### src/rtl/change_dispenser.sv
// Coin hopper payout controller: greedy 50/10/5 coin requests with ack handshake and timeouts.
// Optional per-denomination coin tallies when COIN_TALLY_EN is defined.
module change_dispenser #(
  parameter int ACK_TIMEOUT = 250,
  parameter int GAP_CYCLES  = 25,
  parameter int MAX_AMOUNT  = 995
) (
  input  logic       clk,
  input  logic       reset,
  input  logic       start,
  input  logic [9:0] amount,
  input  logic       coin_ack,
  input  logic       clear_fault,
  output logic [2:0] coin_req,
  output logic [9:0] remaining,
  output logic       busy,
  output logic       done,
  output logic       reject,
  output logic       fault
`ifdef COIN_TALLY_EN
  ,
  output logic [7:0] tally_50,
  output logic [7:0] tally_10,
  output logic [7:0] tally_5
`endif
);

  localparam int TMAX = (ACK_TIMEOUT > GAP_CYCLES) ? ACK_TIMEOUT : GAP_CYCLES;
  localparam int TW   = (TMAX > 1) ? $clog2(TMAX) : 1;
  localparam logic [TW-1:0] ACK_LAST = TW'(ACK_TIMEOUT - 1);
  localparam logic [TW-1:0] GAP_LAST = TW'(GAP_CYCLES - 1);
  localparam logic [9:0]    MAX_AMT  = 10'(MAX_AMOUNT);

  typedef enum logic [2:0] {
    S_IDLE, S_SELECT, S_REQ, S_REL, S_GAP, S_DONE, S_FAULT
  } state_t;

  state_t        state, state_d;
  logic [TW-1:0] timer, timer_d;
  logic [2:0]    coin_req_d;
  logic [9:0]    remaining_d;
  logic          busy_d, done_d, reject_d, fault_d;
  logic [9:0]    denom;
  logic          amount_ok;

  assign amount_ok = ((amount % 10'd5) == 10'd0) && (amount <= MAX_AMT);

  always_comb begin
    case (coin_req)
      3'b100:  denom = 10'd50;
      3'b010:  denom = 10'd10;
      3'b001:  denom = 10'd5;
      default: denom = 10'd0;
    endcase
  end

  always_comb begin
    state_d     = state;
    timer_d     = timer;
    coin_req_d  = coin_req;
    remaining_d = remaining;
    busy_d      = busy;
    done_d      = 1'b0;
    reject_d    = 1'b0;
    fault_d     = fault;
    case (state)
      S_IDLE: begin
        if (start) begin
          if (amount_ok) begin
            remaining_d = amount;
            busy_d      = 1'b1;
            state_d     = S_SELECT;
          end else begin
            reject_d = 1'b1;
          end
        end
      end
      S_SELECT: begin
        if (remaining == 10'd0) begin
          state_d = S_DONE;
        end else begin
          if (remaining >= 10'd50)      coin_req_d = 3'b100;
          else if (remaining >= 10'd10) coin_req_d = 3'b010;
          else                          coin_req_d = 3'b001;
          timer_d = '0;
          state_d = S_REQ;
        end
      end
      S_REQ: begin
        if (coin_ack) begin
          // greedy selection guarantees remaining >= denom
          remaining_d = remaining - denom;
          coin_req_d  = 3'b000;
          timer_d     = '0;
          state_d     = S_REL;
        end else if (timer == ACK_LAST) begin
          coin_req_d = 3'b000;
          fault_d    = 1'b1;
          busy_d     = 1'b0;
          state_d    = S_FAULT;
        end else begin
          timer_d = timer + 1'b1;
        end
      end
      S_REL: begin
        if (!coin_ack) begin
          timer_d = '0;
          state_d = S_GAP;
        end else if (timer == ACK_LAST) begin
          fault_d = 1'b1;
          busy_d  = 1'b0;
          state_d = S_FAULT;
        end else begin
          timer_d = timer + 1'b1;
        end
      end
      S_GAP: begin
        if (timer == GAP_LAST) state_d = S_SELECT;
        else                   timer_d = timer + 1'b1;
      end
      S_DONE: begin
        done_d  = 1'b1;
        busy_d  = 1'b0;
        state_d = S_IDLE;
      end
      S_FAULT: begin
        // unpaid amount stays visible so upstream can restart with it
        if (clear_fault) begin
          fault_d = 1'b0;
          state_d = S_IDLE;
        end
      end
      default: state_d = S_IDLE;
    endcase
  end

  always_ff @(posedge clk or negedge reset) begin
    if (!reset) begin
      state     <= S_IDLE;
      timer     <= '0;
      coin_req  <= 3'b000;
      remaining <= 10'd0;
      busy      <= 1'b0;
      done      <= 1'b0;
      reject    <= 1'b0;
      fault     <= 1'b0;
    end else begin
      state     <= state_d;
      timer     <= timer_d;
      coin_req  <= coin_req_d;
      remaining <= remaining_d;
      busy      <= busy_d;
      done      <= done_d;
      reject    <= reject_d;
      fault     <= fault_d;
    end
  end

`ifdef COIN_TALLY_EN
  logic coin_taken;
  assign coin_taken = (state == S_REQ) && coin_ack;

  always_ff @(posedge clk or negedge reset) begin
    if (!reset) begin
      tally_50 <= 8'd0;
      tally_10 <= 8'd0;
      tally_5  <= 8'd0;
    end else if (coin_taken) begin
      if (coin_req[2] && tally_50 != 8'hff) tally_50 <= tally_50 + 8'd1;
      if (coin_req[1] && tally_10 != 8'hff) tally_10 <= tally_10 + 8'd1;
      if (coin_req[0] && tally_5  != 8'hff) tally_5  <= tally_5  + 8'd1;
    end
  end
`endif

endmodule

### config.mk
export PLATFORM = sky130hd
export DESIGN_NAME = change_dispenser
export DESIGN_NICKNAME = d
export VERILOG_FILES = /design/src/rtl/change_dispenser.sv
export SDC_FILE = /design/constraint.sdc
export NUM_CORES = 1
export LEC_CHECK = 0
export CORE_MARGIN = 3
export CORE_UTILIZATION = 59
export DETAILED_ROUTE_END_ITERATION = 10
export PLACE_DENSITY_LB_ADDON = 0.05
export SYNTH_ARGS = -nofsm -noshare
export SYNTH_HDL_FRONTEND = slang
export SYNTH_SLANG_ARGS = --single-unit
export TNS_END_PERCENT = 20
### constraint.sdc
create_clock -name clk -period 3.45 [get_ports clk]
set_input_delay 0.5175 -clock clk [delete_from_list [all_inputs] [get_ports clk]]
set_output_delay 0.5175 -clock clk [all_outputs]
set_load 0.01 [all_outputs]
==> Word-level counts from Yosys, hierarchy flattened <==
Index checks and enable logic that the tools add are counted.
{ "totals": {"regBits": 28} }
{ "classes": {"add_sub_neg": 2, "div_mod_pow": 1, "order_cmp": 3, "eq_ne": 21, "mux": 41, "n_reduce_logical": 15} }
{ "ops": {"columns": ["operator", "count"], "rows": [
  ["$mux 8", 5],
  ["$mux 3", 12],
  ["$pmux 8 s4", 1],
  ["$mux 10", 3],
  ["$logic_not 10->1", 2],
  ["$pmux 10 s2", 1],
  ["$ne 2x2->1 const B", 9],
  ["$pmux 3 s6", 1],
  ["$pmux 6 s3", 1],
  ["$mux 1", 13],
  ["$eq 3x3->1 const B", 4],
  ["$reduce_and 4->1", 3],
  ["$ge 10x4->1 const B", 1],
  ["$ge 10x6->1 const B", 1],
  ["$le 10x10->1 const B", 1],
  ["$mod 10x3->10 const B", 1],
  ["$sub 10x10->10", 1],
  ["$eq 3x2->1 const B", 3],
  ["$add 8x1->8 const B", 1],
  ["$eq 8x5->1 const B", 1],
  ["$eq 8x8->1 const B", 1],
  ["$reduce_bool 4->1", 2],
  ["$eq 3x1->1 const B", 2],
  ["$pmux 3 s2", 1],
  ["other kinds (10)", 12]
]} }

==> Logic depth before layout (Yosys ltp) <==
Gate-level depths: netlist of the first run.
{ "logic_depth": {"depth_word": 6, "mapped_depth": 29, "mapped_depth_nobuf": 26} }

==> Worst setup path after synthesis of the first run <==
Ideal clock, no wire load.
{ "synth_timing": {"path_kind": "input to register", "start": "in amount[6]", "end": "reg remaining[2]", "setup_time_ns": 0.125, "t_arrival_ns": 5.310, "required_ns": 3.325, "setup_slack_ns": -1.985, "path_stages": 27, "cell_sequence": "buf_2 or3b_1 o22a_1 o2111a_1 nor2_2 buf_4 nand3_1 a21o_1 nand2_1 inv_1 ha_1 inv_1 o21ai_0 a211oi_1 o31ai_1 a22oi_1 a32oi_4 nor2_1 a21oi_1 ha_1 or2_2 a2111o_1 o311ai_0 nor3b_1 o31ai_2 o22ai_4 mux2_4"} }
{ "synth_between": {"elab_chain_len": 5, "word_cells_on_any_way": 6, "classes_between": "div: 1; order compare: 1; eq/ne: 1; reduce/logical: 3"} }
{ "synth_rtl": {"columns": ["item", "line_no", "rtl"], "rows": [
  ["start: declaration", "11", "input logic [9:0] amount,"],
  ["$mod 10x3->10", "46", "assign amount_ok = ((amount % 10'd5) == 10'd0) && (amount <= MAX_AMT);"],
  ["$logic_not 10->1", "46", null],
  ["$logic_and 1x1->1 *", "46", null],
  ["$ne 2x2->1 (no source line) *", null, null],
  ["$reduce_and 4->1 (no source line) *", null, null],
  ["end signal: assignment", "151", "remaining <= remaining_d;"],
  ["end: declaration", "15", "output logic [9:0] remaining,"]
]} }
Mark *: on every way between the ends. The rest lies on a longest branch, timed or not.
A chain may end at the register's enable or synchronous reset.

==> Worst setup path in the final report of the first run <==
{ "layout_timing": {"start": "in amount[5]", "end": "reg remaining[3]"} }
The elaborated chain is that of the path after synthesis.

==> results by group, run 1 <==
Run status
  • Status: complete, but fails checks
  • Violated checks: setup timing

CTS
  • Hold Buf Count CTS: 0
  • Reg clk slew, reported paths: 0.09 ns
  • Root Buffer: clkbuf_8
  • Maximum clock path buffer count: 2
  • Htree depth: 1
  • CTS Sinks: 28
  • CTS tree: yes
  • Worst skew pair latency: 0.27 ns
  • CTS Buf Count: 3

Routing
  • Final wirelength: 13.1 mm
  • Via Count: 4390
  • Routed Antenna Nets: 0
  • First DRT Iteration DRCs: 446
  • WL/cell: 20.6 um
  • Drt via density: 6.88
  • Residual DRC: 0
  • Drt pass-1 iters: 7

Cells and area
  • Final cell count without fillers: 638
  • N_diodes: 0
  • Final instance area: 4970 um^2
  • Area occupied by multi-input gates: 2820 um^2
  • Fillers: 267
  • Share of cells above drive strength 1: 33.6%
  • Register Area: 701 um^2
  • Area growth syn-to-layout: 44.0%
  • Final nets: 597

STA
  • Actual slew at the worst max-slew pin: 0.725 ns
  • Pins Over Slew Limit: 0
  • Period utilization: 155%
  • Max transition margin: 51.4%
  • Hold_ws: 0.479 ns
  • Hold Vio Cnt, Final: 0
  • Worst Skew: 0.00160 ns
  • Fmax: 0.187 GHz
  • Final setup viols: 13
  • Setup ws final: -1.89 ns
  • RSZ-0062 raised after global routing: true
  • Period minus WS final: 5.34 ns
  • Setup TNS: -23.66 ns

Place
  • Port-buffer cells: 31
  • Placement Cell Area: 4470 um^2
  • Final HPWL DP: 7.72 mm
  • Cells after DPL: 615
  • GP Congestion: 0.903

Synthesis
  • Synth Register Bits: 28
  • Async set or reset register ratio after synthesis: 100%
  • Sequential share of the synthesized area: 20.3%
  • Yosys warning count: 0
  • Net Count, Synth: 480
  • Post-Syn Area: 3450 um^2
  • Synth cell types: 82
  • Ys flop type: dfrtp_1
  • Syn Area/Cell: 7.65 um^2
  • Post-Synthesis Cells: 451
  • Post-synth EDFFs: 0

Critical path
  • Required time worst endpoint: 3.62 ns
  • Worst Setup Start Kind: primary input
  • Critical Path Sink Type: register
  • Max FO, Critical Path: 7
  • Critical path arrival: 5.51 ns
  • WS Path Type: primary input to register

Min path
  • Hold Crit Class: register to register

Floorplan
  • Top Ports: 32
  • Core footprint: 5570 um^2
  • Rows: 27
  • Die Y-Extent: 82.5 um
  • Die width: 82.5 um
  • Starting Density: 61.9%
  • Die area: 6800 um^2

Power and ir drop
  • Pwr/cell area: 583 nW/um^2
  • VDD IR max: 468 uV
  • Leak pwr: 2.10 nW

Global route
  • Initial antenna violation count: 0
  • Aggregate global routing overflow: 0
  • GRT Util Overall: 33.1%
  • Largest net degree at the start of global routing: 29
  • Vias in the first global route: 3922
  • First-pass GRT wire length: 17.9 mm

Run
  • Max-Cap Viols: 0
-- layer usage --
metal	global-route usage (%)	vias to the layer above	wire length [um]
met2	57.5	296	6340
met1	40.3	2043	4790
met3	2.71	114	1100
li1	-	1937	-
met4	17.6	0	914
met5	0	-	0
-- repair_timing --
item | in CTS | in global routing
gates resized for setup | 54 | 30
pin swaps | 26 | 25
cloned | 2 | 0
endpoints found under the setup margin | 13 | 13
buffers inserted | 14 | 4
-- cell families after synthesis --
family,Yosys count,share of synthesized area (%)
AOI/OAI and AO/OA,148,31.4
xor gates and xnor gates,12,3.27
adders and majority gates,14,5.30
buffers and inverters,51,6.97
DFF,28,20.3
muxes,13,4.46
and+or+nand+nor,185,28.3
-- per-stage QoR --
| stage | power, mW | worst slack (ns) | util, % |
|---|---|---|---|
| after global routing | 3.08 | -2.02 | 89.1 |
| final | 2.89 | -1.89 | 89.1 |
| after floorplan | 1.87 | -1.81 | - |
| after global placement | 2.39 | -2.28 | 80.2 |
| after CTS | 2.72 | -1.74 | 86.0 |
| after detailed placement | 2.47 | -2.50 | 80.2 |
-- area by class of cell --
cell class | instances | area share (%)
multi-input combinational | 372 | 56.7
timing repair buffer | 142 | 24.9
sequential | 28 | 14.1
tap | 72 | 1.81
inverter | 21 | 1.64
clock buffer | 3 | 0.831
-- cells in the final DEF (no fill, tap or decap), types with 7 or more instances in the layout --
cell type / instances
buf_4: 97
buf_6: 11
nor2b_1: 7
nand2b_1: 9
nor2_1: 36
ha_1: 11
nand3_1: 19
inv_1: 19
a31oi_1: 9
dfrtp_1: 28
a21oi_1: 26
xnor2_1: 8
or3_1: 7
o21ai_0: 26
nor3_1: 15
o31ai_1: 9
nand2_1: 37
clkdlybuf4s50_1: 25
-- worst max-delay path, cell delays in order --
cell and delay, ns:
buf_6 0.11, buf_12 0.13, buf_4 0.15, xnor2_4 0.19, o21ai_1 0.20, a2111oi_4 0.47
nor2_4 0.11, buf_4 0.15, o22a_1 0.23, nand2_2 0.08, inv_2 0.05, ha_4 0.16
inv_4 0.06, o21ai_2 0.05, a211oi_2 0.17, o31ai_1 0.13, a22oi_2 0.24, a32oi_4 0.10
nor2_2 0.15, a21oi_2 0.05, ha_2 0.21, or2_4 0.24, a2111o_1 0.40, o311ai_4 0.09
nor3b_4 0.27, o31ai_4 0.14, o22ai_4 0.32, mux2_4 0.33
-- registers in the layout, indices dropped and copies added, names as in the netlist --
register   count
remaining     10
state          3
reject         1
done           1
fault          1
busy           1
coin_req       3
timer          8
-- path summary, 6_finish.rpt --
path / from / endpoint / slack (ns) / cells past startpoint
hold / removal: timer[4] / timer[4] / 0.48 / 1
setup reg to reg: coin_req[1] / remaining[9] / 0.25 / 13
max in group asynchronous: reset / remaining[7] / 2.57 / 2
min in group asynchronous: reset / done / 0.62 / 2
setup / recovery: amount[5] / remaining[3] / -1.89 / 28
hold reg to reg: timer[4] / timer[4] / 0.48 / 1
-- cell usage after synthesis, types with 3 or more instances --
library cell | n | area [um^2]
a211oi_1 | 4 | 30.0
a21o_1 | 6 | 45.0
a21oi_1 | 27 | 135
a31oi_1 | 10 | 62.6
and2_1 | 4 | 25.0
buf_2 | 6 | 30.0
buf_4 | 3 | 22.5
buf_6 | 4 | 45.0
clkbuf_1 | 15 | 56.3
dfrtp_1 | 28 | 701
ha_1 | 13 | 163
inv_1 | 21 | 78.8
mux2_2 | 3 | 33.8
mux2_4 | 4 | 60.1
mux2i_1 | 6 | 60.1
nand2_1 | 38 | 143
nand2b_1 | 10 | 62.6
nand3_1 | 20 | 100
nor2_1 | 40 | 150
nor2b_1 | 8 | 50.1
nor3_1 | 18 | 90.1
nor3b_1 | 3 | 22.5
nor4_1 | 7 | 43.8
nor4bb_1 | 5 | 50.1
o2111ai_1 | 3 | 26.3
o21a_1 | 4 | 30.0
o21ai_0 | 29 | 145
o21ai_1 | 4 | 20.0
o22a_1 | 4 | 35.0
o311ai_0 | 3 | 26.3
o31a_1 | 3 | 26.3
o31ai_1 | 11 | 82.6
o31ai_2 | 3 | 37.5
or2_2 | 6 | 37.5
or3_1 | 8 | 50.1
xnor2_1 | 9 | 78.8
-- power by group --
group	internal [mW]	switching (mW)	leakage, nW
registers	0.438	0.217	0.359
logic	0.976	1.09	1.72
clock network	0.0785	0.0984	0.0216
total	1.49	1.40	2.10
No activity file was read; power rests on OpenSTA's default activity.
==> run 2, diff against run 1 <==
--- a/config.mk
+++ b/config.mk
@@ -12,4 +12,4 @@
 export SYNTH_ARGS = -nofsm -noshare
 export SYNTH_HDL_FRONTEND = slang
 export SYNTH_SLANG_ARGS = --single-unit
-export TNS_END_PERCENT = 20
+export TNS_END_PERCENT = 50
==> constraint.sdc (replaced) <==
create_clock -name clk -period 6.05 [get_ports clk]
set_input_delay 0.9075 -clock clk [delete_from_list [all_inputs] [get_ports clk]]
set_output_delay 0.9075 -clock clk [all_outputs]
set_load 0.01 [all_outputs]
==> results by group, run 2 (synthesis gave the netlist of run 1 again) <==
Place
  • Placement Cell Area: 4170 um^2
  • GP Congestion: 0.930
  • Port-buffer cells: 31
  • Final HPWL DP: 7.25 mm

Critical path
  • Required time worst endpoint: 6.23 ns
  • R2r setup slk: 2.94 ns
  • R2R cell count: 9
  • Source of the critical timing path: amount[8]
  • WS Path Type: primary input to register
  • Max FO, Critical Path: 7
  • FF-to-FF Start: remaining[6]
  • Worst Setup Start Kind: primary input
  • Critical path arrival: 6.10 ns
  • CP endpoint: remaining[4]
  • Worst reg2reg endpoint: timer[2]
  • Critical Path Sink Type: register

Routing
  • Final wirelength: 10.6 mm
  • First DRT Iteration DRCs: 263
  • Drt pass-1 iters: 5
  • Residual DRC: 0
  • WL/cell: 17.6 um
  • Drt via density: 6.46
  • Routed Antenna Nets: 0
  • Via Count: 3902

Global route
  • First-pass GRT wire length: 16.2 mm
  • Initial antenna violation count: 0
  • Aggregate global routing overflow: 0
  • Vias in the first global route: 3459
  • GRT Util Overall: 29.7%
  • Largest net degree at the start of global routing: 29

Cells and area
  • Share of cells above drive strength 1: 26.3%
  • Area growth syn-to-layout: 31.7%
  • N_diodes: 0
  • Top Registers: remaining (10), timer (8)
  • Final nets: 562
  • Most frequent cells in the layout: buf_4 (68), nor2_1 (37), nand2_1 (36)
  • Largest register FFs: 10
  • Largest reg by FF count: remaining
  • Register Area: 701 um^2
  • Area occupied by multi-input gates: 2720 um^2
  • Final instance area: 4540 um^2
  • Most common cell after layout, fill and taps aside: buf_4
  • Final Util: 81.5%
  • Fillers: 382

STA
  • Max transition margin: 55.2%
  • Worst Skew: 0.000990 ns
  • Fmax: 0.169 GHz
  • Period utilization: 98.0%
  • Actual slew at the worst max-slew pin: 0.669 ns
  • Setup TNS: 0 ns
  • Final setup viols: 0
  • Hold Vio Cnt, Final: 0
  • Pins Over Slew Limit: 0
  • Period minus WS final: 5.93 ns

Floorplan
  • Top Ports: 32
  • Core footprint: 5570 um^2
  • Die width: 82.5 um
  • Starting Density: 61.9%
  • Die area: 6800 um^2
  • Rows: 27
  • Die Y-Extent: 82.5 um

Power and ir drop
  • Leak pwr: 1.90 nW
  • VDD IR max: 240 uV
  • Pwr/cell area: 340 nW/um^2

CTS
  • Worst skew pair latency: 0.28 ns
  • Maximum clock path buffer count: 2
  • Htree depth: 1
  • CTS Sinks: 28
  • CTS Buf Count: 3
  • Reg clk slew, reported paths: 0.10 ns
  • Hold Buf Count CTS: 0
  • CTS tree: yes
  • Root Buffer: clkbuf_8

Min path
  • Hold Crit Class: register to register

Run
  • Max-Cap Viols: 0

Run status
  • Status: finished clean
## run 2: metal layers
layer  wire (um)  part of all wire [%]  vias up  track usage, %
li1            -                     -     1855               -
met1        4470                    42     1864            39.0
met5           0                     0        -               0
met2        5440                    51      163            53.0
met4         191                   1.8        0            7.14
met3         512                   4.8       20            1.74
## run 2: stage by stage
stage | power, mW | std cells | hold slack, ns | setup WS, ns
after floorplan | 1.05 | 451 | 0.446 | 0.225
after global placement | 1.32 | 588 | 0.464 | -0.334
after detailed placement | 1.35 | 588 | 0.492 | -0.525
after CTS | 1.50 | 593 | 0.506 | 0.00232
after global routing | 1.68 | 604 | 0.524 | -0.0955
final | 1.55 | 604 | 0.506 | 0.124
## run 2: cell type report
cell class	instances	area share [%]
multi-input combinational	372	59.9
timing repair buffer	107	19.8
sequential	28	15.4
tap	72	1.98
inverter	21	1.74
clock buffer	4	1.21
## run 2: worst min-delay path by stage
| stage | from | end | cells after the start |
|---|---|---|---|
| after floorplan | timer[4] | timer[4] | 1 |
| after global placement | timer[4] | timer[4] | 1 |
| after detailed placement | timer[4] | timer[4] | 1 |
| after CTS | timer[4] | timer[4] | 1 |
| after global routing | timer[3] | timer[3] | 1 |
| final | timer[4] | timer[4] | 1 |
## run 2: repair_timing
item | 4_1_cts | 5_1_grt
gates resized for setup | 14 | 46
cloned | 0 | 2
pin swaps | 6 | 25
setup endpoints to repair | 12 | 13
buffers inserted | 1 | 9
## run 2: power breakdown
part | switching (mW) | leakage (nW) | internal, mW
logic | 0.548 | 1.52 | 0.506
clock network | 0.0611 | 0.0288 | 0.0584
registers | 0.123 | 0.359 | 0.250
total | 0.732 | 1.90 | 0.814
## run 2: worst max-delay path, cell delays in order
cell and delay, ns:
dlygate4sd2_1 0.31, buf_4 0.19, inv_1 0.13, buf_4 0.16
nand3_1 0.15, a31o_2 0.29, a31oi_1 0.26, nand2_1 0.13
a21o_1 0.21, nand2_2 0.09, inv_1 0.06, ha_2 0.17
inv_1 0.06, o21ai_0 0.07, a211oi_1 0.23, o31ai_1 0.14
a22oi_2 0.22, a32oi_4 0.10, a21oi_2 0.20, ha_2 0.22
nor2b_4 0.16, or2_2 0.11, o311ai_0 0.11, mux2_4 0.29
a311oi_4 0.33, o31ai_4 0.16, o22ai_4 0.30, mux2_4 0.33
